$ cat config.mk
export PLATFORM = sky130hd
export DESIGN_NAME = pipelined_decoder
export DESIGN_NICKNAME = d
export VERILOG_FILES = /design/src/rtl/pipelined_decoder.sv
export SDC_FILE = /design/constraint.sdc
export NUM_CORES = 1
export LEC_CHECK = 0
export ABC_CLOCK_PERIOD_IN_PS = 2580
export CORE_ASPECT_RATIO = 0.5
export CORE_MARGIN = 2
export CORE_UTILIZATION = 49
export DETAILED_ROUTE_END_ITERATION = 8
export GPL_TIMING_DRIVEN = 0
export PLACE_DENSITY = 0.81
export SYNTH_ARGS = -nofsm -noshare
export SYNTH_HDL_FRONTEND = slang
export SYNTH_SLANG_ARGS = --single-unit
$ cat constraint.sdc
create_clock -name clk -period 2.58 [get_ports clk]
set_input_delay 0.645 -clock clk [delete_from_list [all_inputs] [get_ports clk]]
set_output_delay 0.645 -clock clk [all_outputs]
set_load 0.02 [all_outputs]
$ cat src/rtl/pipelined_decoder.sv
// RV32 control decoder with a registered output FIFO of up to two decoded control words.
// The illegal-instruction counter tracks every accepted illegal word and saturates.
module pipelined_decoder #(
  parameter int DEPTH      = 2,
  parameter int ENABLE_M   = 0,
  parameter int ENABLE_SYS = 0,
  parameter int CNT_W      = 16
) (
  input  logic             clk,
  input  logic             rst,
  input  logic             in_valid,
  output logic             in_ready,
  input  logic [31:0]      instr,
  input  logic             flush,
  output logic             out_valid,
  input  logic             out_ready,
  output logic [2:0]       imm_control,
  output logic             alu_src_a_sel,
  output logic             alu_src_b_sel,
  output logic [1:0]       alu_op,
  output logic [1:0]       rd_src_sel,
  output logic             gpr_wen,
  output logic             mem_wen,
  output logic             is_branch,
  output logic             is_jal,
  output logic             is_jalr,
  output logic             is_mext,
  output logic             is_system,
  output logic             illegal,
  output logic [CNT_W-1:0] illegal_count
);

  typedef struct packed {
    logic [2:0] imm_control;
    logic       alu_src_a_sel;
    logic       alu_src_b_sel;
    logic [1:0] alu_op;
    logic [1:0] rd_src_sel;
    logic       gpr_wen;
    logic       mem_wen;
    logic       is_branch;
    logic       is_jal;
    logic       is_jalr;
    logic       is_mext;
    logic       is_system;
    logic       illegal;
  } ctl_t;

  localparam logic [1:0] DEPTH_C = 2'(DEPTH);

  ctl_t             dec;
  ctl_t             head;
  ctl_t             mem [2];
  logic [1:0]       count;
  logic             wr_ptr;
  logic             rd_ptr;
  logic             alive;
  logic [CNT_W-1:0] cnt;
  logic             push;
  logic             pop;
  logic             unused_bits;

  assign unused_bits = ^instr[24:7];

  always_comb begin
    dec = '0;
    case (instr[6:0])
      7'b0000011: begin dec.alu_src_b_sel = 1'b1; dec.rd_src_sel = 2'b01; dec.gpr_wen = 1'b1; end
      7'b0010011: begin dec.alu_src_b_sel = 1'b1; dec.alu_op = 2'b11; dec.gpr_wen = 1'b1; end
      7'b0010111: begin dec.imm_control = 3'b011; dec.rd_src_sel = 2'b10; dec.gpr_wen = 1'b1; end
      7'b0100011: begin dec.imm_control = 3'b001; dec.alu_src_b_sel = 1'b1; dec.mem_wen = 1'b1; end
      7'b0110011: begin
        if (instr[31:25] == 7'b0000001 && ENABLE_M == 0) begin
          dec.illegal = 1'b1;
        end else begin
          dec.alu_op  = 2'b10;
          dec.gpr_wen = 1'b1;
          dec.is_mext = (instr[31:25] == 7'b0000001);
        end
      end
      7'b0110111: begin
        dec.imm_control = 3'b011; dec.alu_src_a_sel = 1'b1; dec.alu_src_b_sel = 1'b1;
        dec.gpr_wen = 1'b1;
      end
      7'b1100011: begin dec.imm_control = 3'b010; dec.alu_op = 2'b01; dec.is_branch = 1'b1; end
      7'b1100111: begin
        dec.alu_src_b_sel = 1'b1; dec.rd_src_sel = 2'b11; dec.gpr_wen = 1'b1; dec.is_jalr = 1'b1;
      end
      7'b1101111: begin
        dec.imm_control = 3'b100; dec.rd_src_sel = 2'b11; dec.gpr_wen = 1'b1; dec.is_jal = 1'b1;
      end
      // FENCE decodes to a NOP control word when the system extension is on.
      7'b0001111: dec.illegal = (ENABLE_SYS == 0);
      7'b1110011: begin
        dec.is_system = (ENABLE_SYS != 0);
        dec.illegal   = (ENABLE_SYS == 0);
      end
      default:    dec.illegal = 1'b1;
    endcase
  end

  // valid/ready: a word transfers on any edge where valid and ready are both high;
  // in_ready depends only on stored state, and flush wins over a same-cycle push or pop.
  assign in_ready  = alive && (count < DEPTH_C);
  assign out_valid = (count != 2'd0);
  assign push      = in_valid && in_ready && !flush;
  assign pop       = out_valid && out_ready && !flush;

  function automatic logic next_ptr(input logic p);
    return (DEPTH == 2) ? ~p : 1'b0;
  endfunction

  always_ff @(posedge clk or posedge rst) begin
    if (rst) begin
      count  <= 2'd0;
      wr_ptr <= 1'b0;
      rd_ptr <= 1'b0;
      alive  <= 1'b0;
      cnt    <= '0;
      mem[0] <= '0;
      mem[1] <= '0;
    end else begin
      alive <= 1'b1;
      if (flush) begin
        count  <= 2'd0;
        wr_ptr <= 1'b0;
        rd_ptr <= 1'b0;
      end else begin
        if (push) begin
          mem[wr_ptr] <= dec;
          wr_ptr      <= next_ptr(wr_ptr);
        end
        if (pop) rd_ptr <= next_ptr(rd_ptr);
        count <= count + {1'b0, push} - {1'b0, pop};
      end
      if (push && dec.illegal && cnt != '1) cnt <= cnt + CNT_W'(1);
    end
  end

  assign head = out_valid ? mem[rd_ptr] : '0;

  assign imm_control   = head.imm_control;
  assign alu_src_a_sel = head.alu_src_a_sel;
  assign alu_src_b_sel = head.alu_src_b_sel;
  assign alu_op        = head.alu_op;
  assign rd_src_sel    = head.rd_src_sel;
  assign gpr_wen       = head.gpr_wen;
  assign mem_wen       = head.mem_wen;
  assign is_branch     = head.is_branch;
  assign is_jal        = head.is_jal;
  assign is_jalr       = head.is_jalr;
  assign is_mext       = head.is_mext;
  assign is_system     = head.is_system;
  assign illegal       = head.illegal;
  assign illegal_count = cnt;

endmodule

==> results.md, run 1 <==
- Peak VDD IR: 0.000481 V
- First-pass GRT wire length: 10100 um
- Drt first pass iters: 5
- Clock Path Buffers: 2
- Worst skew pair latency: 0.31 ns
- Req. time, crit path: 1.93 ns
- Filler instances: 418
- Core box area: 0.00509 mm^2
- Unrepaired setup endpoints after global routing: false
- CTS sink count: 51
- Post-synth top area share: 47.5%
- Port Buffers: 49
- EDFF count, synth: 0
- Final hold vios: 0
- DRT iter0 DRCs: 54
- Setup-failing EPs final: 0
- Upper clock frequency limit: 403 MHz
- Layout cells sized above 1: 13.1%
- # H-tree levels: 2
- Hpwl dp: 4440 um
- CP Capture Type: output pin
- Avg Cell Area, Syn: 10.0 um^2
- Hold_buf cts: 0
- Post-DRT Antenna Nets: 0
- Status: finished clean
- GR Overflow Total: 0
- Diode count: 0
- Final Max Slew Viols: 0
- Hold Path Class: reg2reg
- CP max FO: 10
- Final net count: 368
- Count of cell types in the netlist: 48
- Clock period minus worst slack: 2.48 ns
- GRT Total Usage: 21.2%
- Vias in the first global route: 2130
- Clock transition at path regs: 0.10 ns
- Largest net degree at the start of global routing: 30
- Register area share after synthesis: 47.5%
- Worst EP arrival: 1.84 ns
- Initial core utilization: 52.8%
- Routed vias/inst: 5.38
- Synth top area cells: dfrtp_1 48%, nand2_1 6.3%, mux2i_1 5.6%, xnor2_1 5.2%, nor2_1 4.3%
- Post-Synthesis Cell Area: 0.00269 mm^2
- Tightest Pin Transition: 0.556 ns
- Area grow syn2layout: 27.2%
- Flop2flop setup slack: 0.52 ns
- Io pins: 72
- Total wire length: 6010 um
- Post-DP Area: 0.00329 mm^2
- Setup Crit Path Kind: reg2out
- Post-route cell area: 0.00342 mm^2
- Most numerous cell in the Yosys netlist: dfrtp_1
- Top post-synthesis cells by count: 51 x dfrtp_1, 45 x nand2_1, 31 x nor2_1
- Max-cap viol count: 0
- Top_reg_cell synth: dfrtp_1
- P per Cell Area: 546 mW/mm^2
- Die width: 109 um
- Initial antenna violation count: 0
- Synth async-reset ratio: 100%
- Yosys reg bits: 51
- Max_slew headroom: 62.8%
- CTS Buf Count: 5
- Cell taking the most area after synthesis: dfrtp_1
- CTS Root Cell: clkbuf_8
- Post-route setup TNS: 0 ns
- # DRC: 0
- Synth warn: 0
- Via count: 2148
- Row count: 18
- Die footprint: 0.00613 mm^2
- Startpoint type of the worst setup path: register
- Synthesized instance count: 268
- Ratio of final minimum period to clock period: 96.2%
- Leak: 0.00146 uW
- Die Height: 56.4 um
- CTS tree: built
- Routed wire per std cell: 15.1 um
- Gp weighted congestion: 0.842
- Setup Skew: 0.00365 ns
## what timing repair did
action                                  4_1_cts  5_1_grt
endpoints found under the setup margin       10       11
hold endpoints to repair                      0        0
resized for setup                             6        2
buffers inserted                              0        3
## cell usage in the layout, fill, tap and decap left out, types with 5 or more instances in the layout
| cell | instances |
|---|---|
| clkbuf_8 | 5 |
| dfrtp_1 | 50 |
| nor2_1 | 30 |
| nand3_1 | 12 |
| mux2i_1 | 15 |
| buf_4 | 7 |
| clkdlybuf4s50_1 | 48 |
| nand4_1 | 8 |
| nand2_1 | 45 |
| mux2_2 | 7 |
| xnor2_1 | 16 |
## kinds of logic after synthesis
family | Yosys count | share of synthesized area [%]
and+or+nand+nor | 122 | 22.5
DFF | 51 | 47.5
AOI/OAI and AO/OA | 29 | 9.27
muxes | 23 | 9.08
xor gates and xnor gates | 20 | 6.52
buffers and inverters | 18 | 3.40
adders and majority gates | 3 | 1.40
other | 2 | 0.280
## power by group
part | switching [uW] | leakage (uW) | internal, uW
registers | 84.9 | 0.000695 | 862
logic | 223 | 0.000721 | 214
clock network | 286 | 0.0000443 | 195
total | 594 | 0.00146 | 1270
## worst max-delay path: stages, from the launching register on
cell and delay (ns):
dfrtp_1 0.46, nor2_4 0.22, clkbuf_4 0.25, nor2_1 0.06, clkdlybuf4s50_1 0.54
## worst paths after layout
path                                              startpoint                       endpoint  depth (start not counted)
worst max-delay path                      count[1]$_DFF_PP0_                  alu_src_b_sel                          4
worst min-delay path                     mem[27]$_DFFE_PP0P_            mem[27]$_DFFE_PP0P_                          2
worst max register to register  illegal_count[0]$_DFFE_PP0P_   illegal_count[1]$_DFFE_PP0P_                          6
worst min register to register           mem[27]$_DFFE_PP0P_            mem[27]$_DFFE_PP0P_                          2
max in group asynchronous                                rst             rd_ptr$_DFFE_PP0P_                          3
min in group asynchronous                                rst  illegal_count[12]$_DFFE_PP0P_                          2
## layer usage
layer	part of all wire, %	vias up	track usage (%)
met2	50	46	36.4
met1	45	1048	27.6
li1	-	1048	-
met5	0	-	0
met4	0.92	0	4.40
met3	3.9	6	4.53
## sequential cells by signal, summed over array words and instances (netlist names)
name and flops:
wr_ptr 1, mem 30, rd_ptr 1, count 2, alive 1, illegal_count 16
## final cells by class
cell class	count	area (um^2)	area share (%)
multi-input cells	200	1330	38.9
flip-flops and latches	51	1280	37.4
repair buffers	53	536	15.7
well taps	70	87.6	2.56
plain buffers	13	78.8	2.31
clock buffers	5	68.8	2.01
clock inverters	3	25.0	0.732
inverters	4	15.0	0.439
## metrics by stage
| stage | utilization [%] | power, uW | std cells | setup WS [ns] | hold slack [ns] |
|---|---|---|---|---|---|
| 6_report | 67.2 | 1860 | 399 | 0.0984 | 0.481 |
| 4_1_cts | 66.7 | 1870 | 396 | 0.0139 | 0.488 |
| 5_1_grt | 67.2 | 1960 | 399 | 0.00900 | 0.512 |
| 2_1_floorplan | - | 1200 | 269 | 0.562 | 0.443 |
| 3_5_place_dp | 64.6 | 1380 | 389 | -0.248 | 0.462 |
| 3_3_place_gp | 64.2 | 1360 | 388 | -0.189 | 0.457 |
Power figures use the tool's default switching activity.
==> run 2, diff against run 1 <==
--- a/config.mk
+++ b/config.mk
@@ -12,6 +12,7 @@
 export DETAILED_ROUTE_END_ITERATION = 8
 export GPL_TIMING_DRIVEN = 0
 export PLACE_DENSITY = 0.81
+export REMOVE_ABC_BUFFERS = 1
 export SYNTH_ARGS = -nofsm -noshare
 export SYNTH_HDL_FRONTEND = slang
 export SYNTH_SLANG_ARGS = --single-unit
==> results.md, run 2 (synthesis gave the netlist of run 1 again) <==
- Final Max Slew Viols: 0
- Gp weighted congestion: 0.791
- Peak VDD IR: 0.000255 V
- Post-DRT Antenna Nets: 0
- CTS sink count: 51
- Clock transition at path regs: 0.08 ns
- P per Cell Area: 529 mW/mm^2
- Layout cells sized above 1: 9.87%
- Diode count: 0
- Clock period minus worst slack: 2.46 ns
- Leak: 0.00139 uW
- Startpoint type of the worst setup path: primary input
- Clock Path Buffers: 2
- Most frequent cells in the layout: 51 x clkdlybuf4s50_1, 50 x dfrtp_1, 45 x nand2_1, 30 x nor2_1, 16 x xnor2_1
- CP max FO: 19
- Via count: 2088
- Flop2flop setup slack: 0.58 ns
- Routed wire per std cell: 14.6 um
- CTS Root Cell: clkbuf_8
- Vias in the first global route: 2096
- Die Height: 56.4 um
- Ratio of final minimum period to clock period: 95.4%
- Total wire length: 5590 um
- Die footprint: 0.00613 mm^2
- Worst Setup SP: instr[5]
- Filler instances: 405
- Worst skew pair latency: 0.29 ns
- Max-cap viol count: 0
- Drt first pass iters: 4
- Status: finished clean
- Upper clock frequency limit: 406 MHz
- CTS tree: built
- Reg2Reg Depth: 6
- # H-tree levels: 2
- CTS Buf Count: 5
- Io pins: 72
- Initial antenna violation count: 0
- RR Startpoint: illegal_count[0]$_DFFE_PP0P_
- Unrepaired setup endpoints after global routing: false
- Hpwl dp: 4060 um
- # DRC: 0
- GRT Total Usage: 19.9%
- Tightest Pin Transition: 0.808 ns
- Routed vias/inst: 5.44
- Crit path cell chain: clkdlybuf4s50_1 -> or2_2 -> a211oi_2 -> a211oi_4 -> buf_12 -> nand2_2 -> mux2_4
- Largest register FFs: 30
- Met1 global-route usage: 27.4%
- Hold_buf cts: 0
- Overall Power: 1770 uW
- Setup Crit Path Kind: in2reg
- Initial core utilization: 52.8%
- Slowest CP cell: clkdlybuf4s50_1
- CP endpoint: illegal_count[1]$_DFFE_PP0P_
- Setup-failing EPs final: 0
- Most common cell after layout, fill and taps aside: clkdlybuf4s50_1
- DRT iter0 DRCs: 110
- Final hold vios: 0
- Hold Crit Depth: 2
- Final core utilization: 65.9%
- Row count: 18
- Req. time, crit path: 2.76 ns
- Worst r2r dst: illegal_count[1]$_DFFE_PP0P_
- First-pass GRT wire length: 9640 um
- Die width: 109 um
- GRT met2 Usage: 33.2%
- CP Capture Type: register
- GR Overflow Total: 0
- Largest Register: mem
- Busiest grt layer: met2
- Core box area: 0.00509 mm^2
- Hold Path Class: reg2reg
- Largest net degree at the start of global routing: 38
- Routing usage on met3: 3.48%
- Final net count: 355
- Port Buffers: 51
- Max_slew headroom: 46.1%
- Post-route setup TNS: 0 ns
- Area grow syn2layout: 24.9%
- Critical Path Max Stage Delay: 0.63 ns
- Worst EP arrival: 2.64 ns
- Setup Skew: 0.00362 ns
[run 2: per-layer routing]
metal / up-vias / part of all wire (%)
li1: 1020 / -
met1: 1014 / 46
met2: 51 / 49
met3: 3 / 5.1
met4: 0 / 0.29
met5: - / 0
[run 2: worst min-delay path by stage]
stage | startpoint | endpoint | slack, ns
after floorplan | mem[20]$_DFFE_PP0P_ | mem[20]$_DFFE_PP0P_ | 0.44
after global placement | mem[3]$_DFFE_PP0P_ | mem[3]$_DFFE_PP0P_ | 0.46
after detailed placement | mem[29]$_DFFE_PP0P_ | mem[29]$_DFFE_PP0P_ | 0.46
after CTS | mem[29]$_DFFE_PP0P_ | mem[29]$_DFFE_PP0P_ | 0.48
after global routing | mem[33]$_DFFE_PP0P_ | mem[33]$_DFFE_PP0P_ | 0.51
final | mem[27]$_DFFE_PP0P_ | mem[27]$_DFFE_PP0P_ | 0.48
[run 2: through the flow]
stage                     instance area (um^2)  instances  setup WS [ns]  hold slack [ns]
final                                     3360        384          0.120            0.481
after global routing                      3360        384         0.0131            0.505
after CTS                                 3330        384         0.0197            0.482
after detailed placement                  3230        377         -0.574            0.462
after global placement                    3210        376         -0.548            0.457
after floorplan                           2610        255          0.388            0.443
[run 2: where the power goes]
part	internal, uW	switching, uW	total, uW	leakage, uW
sequential	862	90.3	953	0.000694
combinational	201	204	405	0.000663
clock	181	236	417	0.0000371
[run 2: worst max-delay path, delay by kind of cell]
family          cells  cell delay (ns)
buf+inv             2             0.80
simple gates        2             0.48
compound gates      2             0.40
mux                 1             0.30
[run 2: layout make-up]
type | instances | area [um^2] | area share [%]
clock buffer | 6 | 72.6 | 2.16
timing repair buffer | 53 | 551 | 16.4
sequential | 51 | 1280 | 38.1
tap | 70 | 87.6 | 2.61
multi-input combinational | 200 | 1350 | 40.2
inverter | 4 | 15.0 | 0.447
[run 2: repair_timing]
| item | 4_1_cts | 5_1_grt |
|---|---|---|
| setup buffers | 1 | 0 |
| cloned | 0 | 0 |
| pin swaps | 1 | 0 |
| resized for setup | 4 | 4 |
| setup endpoints to repair | 36 | 14 |
==> run 3, diff against run 2 <==
--- a/config.mk
+++ b/config.mk
@@ -8,11 +8,11 @@
 export ABC_CLOCK_PERIOD_IN_PS = 2580
 export CORE_ASPECT_RATIO = 0.5
 export CORE_MARGIN = 2
-export CORE_UTILIZATION = 49
+export CORE_UTILIZATION = 45
 export DETAILED_ROUTE_END_ITERATION = 8
 export GPL_TIMING_DRIVEN = 0
-export PLACE_DENSITY = 0.81
-export REMOVE_ABC_BUFFERS = 1
+export PLACE_DENSITY = 0.75
 export SYNTH_ARGS = -nofsm -noshare
 export SYNTH_HDL_FRONTEND = slang
 export SYNTH_SLANG_ARGS = --single-unit
+export TNS_END_PERCENT = 20
==> results.md, run 3 (synthesis gave the netlist of run 1 again) <==
- Multi-input logic area: 0.00133 mm^2
- GRT Total Usage: 19.6%
- Setup Skew: 0.00685 ns
- Core box area: 0.00561 mm^2
- Hold Path Class: reg2reg
- Post-Place Cells: 392
- Critical Path Max Stage Delay: 0.54 ns
- Failing checks: design-rule violations
- Leak: 0.00146 uW
- Startpoint type of the worst setup path: primary input
- CTS sink count: 51
- Clock Path Buffers: 2
- P per Cell Area: 577 mW/mm^2
- Unrepaired setup endpoints after global routing: true
- Layout cells sized above 1: 11.4%
- Crit path cell chain: clkdlybuf4s50_1 -> nand3b_1 -> a211oi_2 -> a211oi_4 -> buf_6 -> nand3_1 -> xnor2_1
- Hold slack final: 0.477 ns
- Via count: 2161
- # H-tree levels: 2
- Clock period minus worst slack: 2.48 ns
- Die width: 113 um
- Ratio of final minimum period to clock period: 96.3%
- Vias in the first global route: 2149
- Routed wire per std cell: 15.6 um
- CTS Root Cell: clkbuf_16
- Status: finished, violations left
- Area occupied by registers: 0.00128 mm^2
- Final Max Slew Viols: 0
- Largest register FFs: 30
- CP Capture Type: register
- Row count: 19
- Max_slew headroom: 61.1%
- Die footprint: 0.00664 mm^2
- Gp weighted congestion: 0.827
- Io pins: 72
- Post-DRT Antenna Nets: 0
- Hpwl dp: 4510 um
- Total wire length: 6200 um
- Initial antenna violation count: 0
- Slowest CP cell: clkdlybuf4s50_1
- Tightest Pin Transition: 0.584 ns
- Most common cell after layout, fill and taps aside: dfrtp_1
- Flop2flop setup slack: 0.53 ns
- Largest Register: mem
- First-pass GRT wire length: 10200 um
- Setup-failing EPs final: 0
- # DRC: 1
- Final hold vios: 0
- Largest net degree at the start of global routing: 43
- Routed vias/inst: 5.44
- Crit path buf inv count: 2
- Post-route setup TNS: 0 ns
- Req. time, crit path: 2.74 ns
- CP max FO: 10
- Setup Crit Path Kind: in2reg
- CP delay by family, top: buffers and inverters
- CTS Buf Count: 5
- Worst EP arrival: 2.65 ns
- DRT iter0 DRCs: 109
- Drt first pass iters: 6
- Most frequent cells in the layout: 50 x dfrtp_1, 48 x clkdlybuf4s50_1, 45 x nand2_1, 30 x nor2_1, 16 x xnor2_1
- Worst skew pair latency: 0.28 ns
- Die Height: 58.6 um
- Max-cap viol count: 0
- Final cell count without fillers: 397
- Initial core utilization: 47.9%
- Clock transition at path regs: 0.06 ns
- Upper clock frequency limit: 403 MHz
- Area grow syn2layout: 28.0%
- Diode count: 0
- Final net count: 365
- CTS tree: built
- Peak VDD IR: 0.000255 V
- GR Overflow Total: 0
- Overall Power: 1980 uW
- Port Buffers: 49
- Filler instances: 474
- Final core utilization: 61.3%
-- run 3: cell types whose count changed in the layout (fill, tap and decap cells not counted), sizes merged --
cell           delta
buf               +7
clkbuf            +5
dlymetal6s2s      +1
clkdlybuf4s50     -3
-- run 3: metal layers --
| layer | routed length [um] | vias to the layer above | track usage (%) | part of all wire (%) |
|---|---|---|---|---|
| met5 | 0 | - | 0 | 0 |
| met4 | 38 | 0 | 3.66 | 0.61 |
| met3 | 289 | 5 | 3.60 | 4.7 |
| met2 | 3040 | 50 | 34.0 | 49 |
| met1 | 2840 | 1076 | 26.5 | 46 |
| li1 | - | 1030 | - | - |
-- run 3: worst reg2reg max path: cells and delay by family (launching register included) --
| kind | cells | cell delay (ns) |
|---|---|---|
| and+or+nand+nor | 3 | 0.77 |
| DFF | 1 | 0.41 |
| muxes | 1 | 0.30 |
| adders and majority gates | 1 | 0.23 |
| AOI/OAI and AO/OA | 1 | 0.22 |
-- run 3: final timing paths --
kind	start	to	cells past startpoint
worst min-delay path	mem[32]$_DFFE_PP0P_	mem[32]$_DFFE_PP0P_	2
worst max register to register	illegal_count[0]$_DFFE_PP0P_	illegal_count[1]$_DFFE_PP0P_	6
min in group asynchronous	rst	illegal_count[2]$_DFFE_PP0P_	2
worst max-delay path	instr[3]	illegal_count[8]$_DFFE_PP0P_	7
max in group asynchronous	rst	rd_ptr$_DFFE_PP0P_	3
worst min register to register	mem[32]$_DFFE_PP0P_	mem[32]$_DFFE_PP0P_	2
-- run 3: per-stage QoR --
stage               cell area, um^2  setup WS (ns)
floorplan                      2690          0.562
global placement               3270         -0.190
detailed placement             3290         -0.216
CTS                            3430         0.0176
global route                   3440       -0.00338
finish                         3440         0.0963
-- run 3: area by class of cell --
| class | count | share of cell area (%) |
|---|---|---|
| buffer | 13 | 2.40 |
| clock buffer | 6 | 3.75 |
| inverter | 4 | 0.437 |
| multi-input combinational | 200 | 38.7 |
| sequential | 51 | 37.2 |
| tap | 73 | 2.66 |
| timing repair buffer | 50 | 14.9 |
-- run 3: power breakdown --
group	total, uW	internal, uW	switching [uW]
logic	425	208	217
clock network	612	349	263
registers	946	863	82.6
-- run 3: what timing repair did --
| item | in CTS | in global routing |
|---|---|---|
| hold buffers | 0 | 0 |
| endpoints found under the setup margin | 10 | 12 |
| resized for setup | 5 | 4 |
| buffers inserted | 0 | 0 |
| cloned | 0 | 0 |
